## config.mk

```make
export PLATFORM = sky130hd
export DESIGN_NAME = reconfigurable_cell_mc
export DESIGN_NICKNAME = d
export VERILOG_FILES = /design/src/rtl/cgra_pkg.sv /design/src/rtl/rc_ctx_conf_regs.sv /design/src/rtl/reconfigurable_cell_mc.sv
export SDC_FILE = /design/constraint.sdc
export NUM_CORES = 2
export LEC_CHECK = 0
export CAP_MARGIN = 20
export CORE_MARGIN = 2
export CORE_UTILIZATION = 45
export DETAILED_ROUTE_END_ITERATION = 8
export MAX_ROUTING_LAYER = met4
export PLACE_DENSITY_LB_ADDON = 0.08
export SETUP_SLACK_MARGIN = 0.5
export SLEW_MARGIN = 20
export SYNTH_ARGS = -nofsm -noshare
export SYNTH_HDL_FRONTEND = slang
export SYNTH_SLANG_ARGS = --single-unit
```

## constraint.sdc

```tcl
create_clock -name clk_i -period 14 [get_ports clk_i]
set_clock_uncertainty 0.1 [all_clocks]
set_input_delay 2.8 -clock clk_i [delete_from_list [all_inputs] [get_ports clk_i]]
set_output_delay 2.8 -clock clk_i [all_outputs]
set_load 0.02 [all_outputs]
```

## src/rtl/cgra_pkg.sv

```systemverilog
// Shared definitions for the reconfigurable cell: opcodes, instruction layout
// and derived field widths.
package cgra_pkg;

  localparam int N_NEIGH_DEF = 4;
  localparam int SEL_W       = $clog2(N_NEIGH_DEF + 3);
  localparam int IMM_W       = 16;
  localparam int INSTR_W     = 4 + 2 * SEL_W + IMM_W;

  typedef enum logic [3:0] {
    OP_NOP   = 4'd0,
    OP_ADD   = 4'd1,
    OP_SUB   = 4'd2,
    OP_AND   = 4'd3,
    OP_OR    = 4'd4,
    OP_XOR   = 4'd5,
    OP_SLL   = 4'd6,
    OP_SRL   = 4'd7,
    OP_LOAD  = 4'd8,
    OP_STORE = 4'd9,
    OP_BRZ   = 4'd10,
    OP_EXIT  = 4'd11
  } op_e;

  // op kept as raw bits so undefined encodings survive and decode as NOP
  typedef struct packed {
    logic [3:0]       op;
    logic [SEL_W-1:0] sel_a;
    logic [SEL_W-1:0] sel_b;
    logic [IMM_W-1:0] imm;
  } instr_t;

endpackage

```

## src/rtl/rc_ctx_conf_regs.sv

```systemverilog
// Per-context instruction store: N_CTX x N_CREG slots, one write port and one
// combinational read port. Reset clears every slot to NOP.
module rc_ctx_conf_regs
  import cgra_pkg::*;
#(
  parameter int N_CTX  = 2,
  parameter int N_CREG = 16,
  parameter int CTX_W  = 1,
  parameter int PC_W   = 4
) (
  input  logic             gclk,
  input  logic             grst_n,
  input  logic             we,
  input  logic [CTX_W-1:0] wctx,
  input  logic [PC_W-1:0]  waddr,
  input  instr_t           wdata,
  input  logic [CTX_W-1:0] rctx,
  input  logic [PC_W-1:0]  raddr,
  output instr_t           rdata
);

  instr_t slots [N_CTX][N_CREG];

  always_ff @(posedge gclk or negedge grst_n) begin
    if (!grst_n) begin
      for (int c = 0; c < N_CTX; c++)
        for (int s = 0; s < N_CREG; s++)
          slots[c][s] <= '0;
    end else if (we) begin
      slots[wctx][waddr] <= wdata;
    end
  end

  assign rdata = slots[rctx][raddr];

endmodule

```

## src/rtl/reconfigurable_cell_mc.sv

```systemverilog
// Multi-context CGRA cell: executes the slot selected by the array PC from the
// active context, with a blocking load/store port and a branch request output.
module reconfigurable_cell_mc
  import cgra_pkg::*;
#(
  parameter  int DP_WIDTH = 32,
  parameter  int N_NEIGH  = 4,
  parameter  int N_CREG   = 16,
  parameter  int N_CTX    = 2,
  localparam int CTX_W    = (N_CTX > 1) ? $clog2(N_CTX) : 1,
  localparam int PC_W     = (N_CREG > 1) ? $clog2(N_CREG) : 1
) (
  input  logic                  clk_i,
  input  logic                  rst_ni,
  input  logic                  conf_we_i,
  input  logic [CTX_W-1:0]      conf_wctx_i,
  input  logic [PC_W-1:0]       conf_waddr_i,
  input  logic [INSTR_W-1:0]    conf_wdata_i,
  input  logic [CTX_W-1:0]      ctx_sel_i,
  input  logic                  start_i,
  input  logic                  pc_en_i,
  input  logic [PC_W-1:0]       global_pc_i,
  input  logic [N_NEIGH*DP_WIDTH-1:0] neigh_res_i,
  input  logic                  data_gnt_i,
  input  logic                  data_rvalid_i,
  input  logic [DP_WIDTH-1:0]   data_rdata_i,
  output logic [DP_WIDTH-1:0]   result_o,
  output logic [1:0]            flag_o,
  output logic                  br_req_o,
  output logic [PC_W-1:0]       br_add_o,
  output logic                  data_req_o,
  output logic                  data_wen_o,
  output logic [DP_WIDTH-1:0]   data_add_o,
  output logic [DP_WIDTH-1:0]   data_wdata_o,
  output logic                  rc_stall_o,
  output logic                  busy_o,
  output logic                  conf_err_o,
  output logic                  exec_end_o
);

  localparam int SH_W = $clog2(DP_WIDTH);

  typedef enum logic [1:0] {S_IDLE, S_RUN, S_MEM_REQ, S_MEM_WAIT} state_e;

  state_e              state, state_nxt;
  logic [CTX_W-1:0]    act_ctx;
  instr_t              ins;
  logic [DP_WIDTH-1:0] imm_sx, opa, opb, alu, res_nxt;
  logic                alu_wr, exec, load_done, res_wr, conf_rej, conf_ok;

  // the running context is write-protected; all others stay programmable
  assign conf_rej = conf_we_i && busy_o && (conf_wctx_i == act_ctx);
  assign conf_ok  = conf_we_i && !conf_rej;

  rc_ctx_conf_regs #(
    .N_CTX (N_CTX),
    .N_CREG(N_CREG),
    .CTX_W (CTX_W),
    .PC_W  (PC_W)
  ) u_conf (
    .gclk  (clk_i),
    .grst_n(rst_ni),
    .we    (conf_ok),
    .wctx  (conf_wctx_i),
    .waddr (conf_waddr_i),
    .wdata (instr_t'(conf_wdata_i)),
    .rctx  (act_ctx),
    .raddr (global_pc_i),
    .rdata (ins)
  );

  assign imm_sx = {{(DP_WIDTH-IMM_W){ins.imm[IMM_W-1]}}, ins.imm};

  always_comb begin
    opa = '0;
    opb = '0;
    if (ins.sel_a == '0) opa = result_o;
    if (ins.sel_b == '0) opb = result_o;
    for (int k = 0; k < N_NEIGH; k++) begin
      if (int'(ins.sel_a) == k + 1) opa = neigh_res_i[k*DP_WIDTH +: DP_WIDTH];
      if (int'(ins.sel_b) == k + 1) opb = neigh_res_i[k*DP_WIDTH +: DP_WIDTH];
    end
    if (int'(ins.sel_a) == N_NEIGH + 1) opa = imm_sx;
    if (int'(ins.sel_b) == N_NEIGH + 1) opb = imm_sx;
  end

  always_comb begin
    alu    = result_o;
    alu_wr = 1'b0;
    case (ins.op)
      OP_ADD: begin alu = opa + opb;                alu_wr = 1'b1; end
      OP_SUB: begin alu = opa - opb;                alu_wr = 1'b1; end
      OP_AND: begin alu = opa & opb;                alu_wr = 1'b1; end
      OP_OR:  begin alu = opa | opb;                alu_wr = 1'b1; end
      OP_XOR: begin alu = opa ^ opb;                alu_wr = 1'b1; end
      OP_SLL: begin alu = opa << opb[SH_W-1:0];     alu_wr = 1'b1; end
      OP_SRL: begin alu = opa >> opb[SH_W-1:0];     alu_wr = 1'b1; end
      default: ;
    endcase
  end

  assign exec      = (state == S_RUN) && pc_en_i;
  assign load_done = !data_wen_o && data_rvalid_i &&
                     (((state == S_MEM_REQ) && data_gnt_i) || (state == S_MEM_WAIT));
  assign res_wr    = (exec && alu_wr) || load_done;
  assign res_nxt   = load_done ? data_rdata_i : alu;

  always_comb begin
    state_nxt  = state;
    busy_o     = 1'b1;
    rc_stall_o = 1'b0;
    data_req_o = 1'b0;
    case (state)
      S_IDLE: begin
        busy_o = 1'b0;
        if (start_i) state_nxt = S_RUN;
      end
      S_RUN: begin
        if (pc_en_i) begin
          if (ins.op == OP_LOAD || ins.op == OP_STORE) state_nxt = S_MEM_REQ;
          else if (ins.op == OP_EXIT)                  state_nxt = S_IDLE;
        end
      end
      S_MEM_REQ: begin
        rc_stall_o = 1'b1;
        data_req_o = 1'b1;
        if (data_gnt_i) state_nxt = (data_wen_o || data_rvalid_i) ? S_RUN : S_MEM_WAIT;
      end
      S_MEM_WAIT: begin
        rc_stall_o = 1'b1;
        if (data_rvalid_i) state_nxt = S_RUN;
      end
      default: state_nxt = S_IDLE;
    endcase
  end

  always_ff @(posedge clk_i or negedge rst_ni) begin
    if (!rst_ni) state <= S_IDLE;
    else         state <= state_nxt;
  end

  always_ff @(posedge clk_i or negedge rst_ni) begin
    if (!rst_ni) begin
      act_ctx      <= '0;
      result_o     <= '0;
      flag_o       <= '0;
      br_req_o     <= 1'b0;
      br_add_o     <= '0;
      data_wen_o   <= 1'b0;
      data_add_o   <= '0;
      data_wdata_o <= '0;
      conf_err_o   <= 1'b0;
      exec_end_o   <= 1'b0;
    end else begin
      br_req_o   <= 1'b0;
      exec_end_o <= 1'b0;
      conf_err_o <= conf_rej;
      if (state == S_IDLE && start_i) act_ctx <= ctx_sel_i;
      if (res_wr) begin
        result_o <= res_nxt;
        flag_o   <= {res_nxt[DP_WIDTH-1], res_nxt == '0};
      end
      // address/data are captured at issue so they stay stable until grant
      if (exec) begin
        case (ins.op)
          OP_LOAD: begin
            data_add_o   <= opa + opb;
            data_wdata_o <= '0;
            data_wen_o   <= 1'b0;
          end
          OP_STORE: begin
            data_add_o   <= opa;
            data_wdata_o <= opb;
            data_wen_o   <= 1'b1;
          end
          OP_BRZ: begin
            if (opa == '0) begin
              br_req_o <= 1'b1;
              br_add_o <= ins.imm[PC_W-1:0];
            end
          end
          OP_EXIT: exec_end_o <= 1'b1;
          default: ;
        endcase
      end
    end
  end

endmodule

```

==> results.toml <==
[synth]
syn_nets = 5171
synth-async-reset-ratio = 1.00
synthCells = 4866
synth_edf_count = 0
synth_warnings = 0
ys_seq_area_frac = 0.427
synth-seq-cells = 940
syn_area_per_cell_um2 = 11.3
ys.flop_type = "dfrtp_1"
synthesis.area_um2 = 55100
synthDistinctLibCells = 114

[power]
power_switching_w = 0.00872
power.density_nw_per_um2 = 279
pwr-share-clk = 0.161
peakVddDrop_mv = 0.258
p_leak_nw = 27.9
power_frac_seq = 0.237
switching_share = 0.494
p_int_w = 0.00892
combPwrFrac = 0.602

[worst_setup_path]
path_class = "in2reg"
crit_path_max_fanout = 90
critPathMaxStageDelay_ns = 1.06
worst_setup_path_end_kind = "register"
rrSetupSlack_ns = 4.45
required_ns = 14.57
r2r_cells = 28
arrival_ns = 12.19
startpoint_type = "input port"
crit_slowest_cell = "or4_2"

[sta]
worstMarginPinSlew_ns = 1.25
drv_slew = 0
hold_viol = 0
finalSetupViolations = 0
period_minus_slack_ns = 11.63
max_freq_mhz = 86.0
period_share = 0.831
rsz0062_at_grt = "no"
tns_ns = 0
slew_headroom = 0.155

[cells_and_area]
drive_gt1_frac = 0.291
syn_to_final_growth_pct = 14.8
fillCellCount = 10900
multi_input_area_um2 = 29500
fin_cells = 6747
layout.nets = 5333
seqCellArea_um2 = 23500

[drt]
wl_per_cell_um = 34.5
routed_wl_um = 233000
vias = 43500
firstDrtPassIters = 8
drc_errors = 0
drt-initial-drc-count = 4883
vias_per_cell = 6.44
ant_nets = 0

[hold_path]
hold_path_depth = 2
hold_class = "reg2reg"

[grt]
grt_usage = 0.377
grt_antenna_before_repair = 16
grt_max_degree = 166
use_met1 = 0.492
first_global_vias = 42600
grt.overflow.total = 0
grt_pass1_wl_um = 331000
grt_util_met3 = 0.0577
busiest_layer = "met2"
gr-usage-met2 = 0.574

[placement]
dpl.hpwl_um = 166000
port_buffers = 311
gp_congestion = 1.09
placedCellCount = 6548

[floorplan]
core_um2 = 122000
initial_core_util = 0.453
die_x_um = 354
ioPinCount = 312
die-area_um2 = 125000
die_h_um = 354
std_cell_rows = 128

[flow_run]
maxCapViolCount = 0

[clocking]
cts_buffers = 103
htreeDepth = 3
clkSlewWorstSetupHoldPaths_ns = 0.06
cts_root_buffer = "clkbuf_16"
hold_buffers = 0
cts.sinks = 940
cts_resized = 0
cts_tree = "done"
postCtsSetupRepairBufs = 0
clockBufferDepth = 3
clkLatencyLatePin_ns = 0.75

[run_status]
status = "finished clean"
## routing by layer
layer	wire length, um	part of all wire
met1	97000	0.42
met2	107000	0.46
met3	15400	0.066
met4	13900	0.060
met5	0	0
## cells by family after synthesis
logic type / count (synthesis) / synth area share
flip-flops: 940 / 0.427
XOR/XNOR: 42 / 0.00667
adder cells (fa/ha/maj): 102 / 0.0234
buffers and inverters: 518 / 0.0451
multiplexers: 1317 / 0.292
AO/OA/AOI/OAI: 1005 / 0.127
AND/OR/NAND/NOR: 942 / 0.0795
## layout make-up
type	count	area share
Tap cell	1625	0.0321
Clock inverter	33	0.00726
Inverter	113	0.00670
Clock buffer	157	0.0488
Multi-Input combinational cell	3408	0.466
Timing Repair Buffer	462	0.0668
Sequential cell	940	0.372
Antenna cell	9	0.000356
## cell usage after synthesis (all sizes together) (14+ instances only)
cell / number / share of area
a211oi: 37 / 0.0053
a21o: 25 / 0.0034
nor3: 63 / 0.0061
a22oi: 83 / 0.012
o21ai: 215 / 0.020
a221o: 14 / 0.0025
mux4: 137 / 0.057
o31ai: 27 / 0.0039
mux2i: 286 / 0.052
nand4: 17 / 0.0022
nor2b: 20 / 0.0023
and2: 15 / 0.0017
inv: 112 / 0.0076
a32oi: 14 / 0.0022
a21oi: 194 / 0.018
nand3: 91 / 0.0084
xnor2: 35 / 0.0056
a31oi: 27 / 0.0032
clkbuf: 264 / 0.018
buf: 141 / 0.019
dfrtp: 940 / 0.43
nand2: 335 / 0.023
and3: 15 / 0.0017
o31a: 14 / 0.0022
mux2: 894 / 0.18
o22ai: 55 / 0.0062
o221ai: 44 / 0.0076
a2111oi: 17 / 0.0027
nor4: 18 / 0.0024
ha: 100 / 0.023
nor2: 257 / 0.018
a221oi: 25 / 0.0044
nand2b: 25 / 0.0028
o2111ai: 15 / 0.0026
a22o: 15 / 0.0024
o211ai: 54 / 0.0077
or3: 39 / 0.0045
## final timing paths
| kind | end | from |
|---|---|---|
| hold reg to reg | data_wdata_o[31] | data_wdata_o[31] |
| hold / removal | data_wdata_o[31] | data_wdata_o[31] |
| setup / recovery | flag_o[0] | global_pc_i[0] |
| setup reg to reg | flag_o[0] | act_ctx |
| min in group asynchronous | u_conf.slots[597] | rst_ni |
| max in group asynchronous | u_conf.slots[42] | rst_ni |
## layout by cell type (no fill, tap or decap), types with 58 or more instances in the layout
cell type,synthesis,routed
dfrtp_1,940,939
mux2_2,892,892
nand2_1,331,330
clkdlybuf4s50_1,0,293
mux2i_1,284,284
nor2_1,254,214
o21ai_0,206,204
a21oi_1,194,193
buf_4,25,148
mux4_2,122,122
inv_1,106,106
clkbuf_16,0,103
ha_1,100,100
nand3_1,89,88
a22oi_1,82,82
nor3_1,60,58
## critical path: cells and delay by family
family,cells,cell delay (ns)
AO/OA/AOI/OAI,15,4.75
adder cells (fa/ha/maj),2,0.56
buffers and inverters,3,1.44
multiplexers,2,0.51
AND/OR/NAND/NOR,6,1.98
## registers in the layout (all words and copies together) (netlist names)
signal and count:
u_conf.slots 832, data_add_o 32, data_wdata_o 32, result_o 32, br_add_o 4, state 2
act_ctx 1, br_req_o 1, conf_err_o 1, data_wen_o 1, exec_end_o 1, flag_o 1
## metrics by stage
step | util | hold WS, ns | setup slack, ns | power, W | area, um^2
after floorplan | - | 0.372 | 4.48 | 0.0103 | 55100
after global placement | 0.491 | 0.361 | 1.79 | 0.0145 | 59800
after detailed placement | 0.491 | 0.369 | 1.82 | 0.0145 | 59800
after CTS | 0.520 | 0.383 | 2.59 | 0.0173 | 63300
after global routing | 0.520 | 0.397 | 1.80 | 0.0183 | 63300
final | 0.520 | 0.378 | 2.37 | 0.0176 | 63300
## power by group through the flow
| stage | clock network, W | logic, W | registers, W |
|---|---|---|---|
| detailed placement | 0 | 0.0102 | 0.00421 |
| floorplan | 0 | 0.00626 | 0.00408 |
| finish | 0.00284 | 0.0106 | 0.00419 |
| CTS | 0.00289 | 0.0103 | 0.00417 |
| global placement | 0 | 0.0103 | 0.00419 |
| global route | 0.00301 | 0.0110 | 0.00428 |
Note: power is estimated with default switching activity, not from simulation.
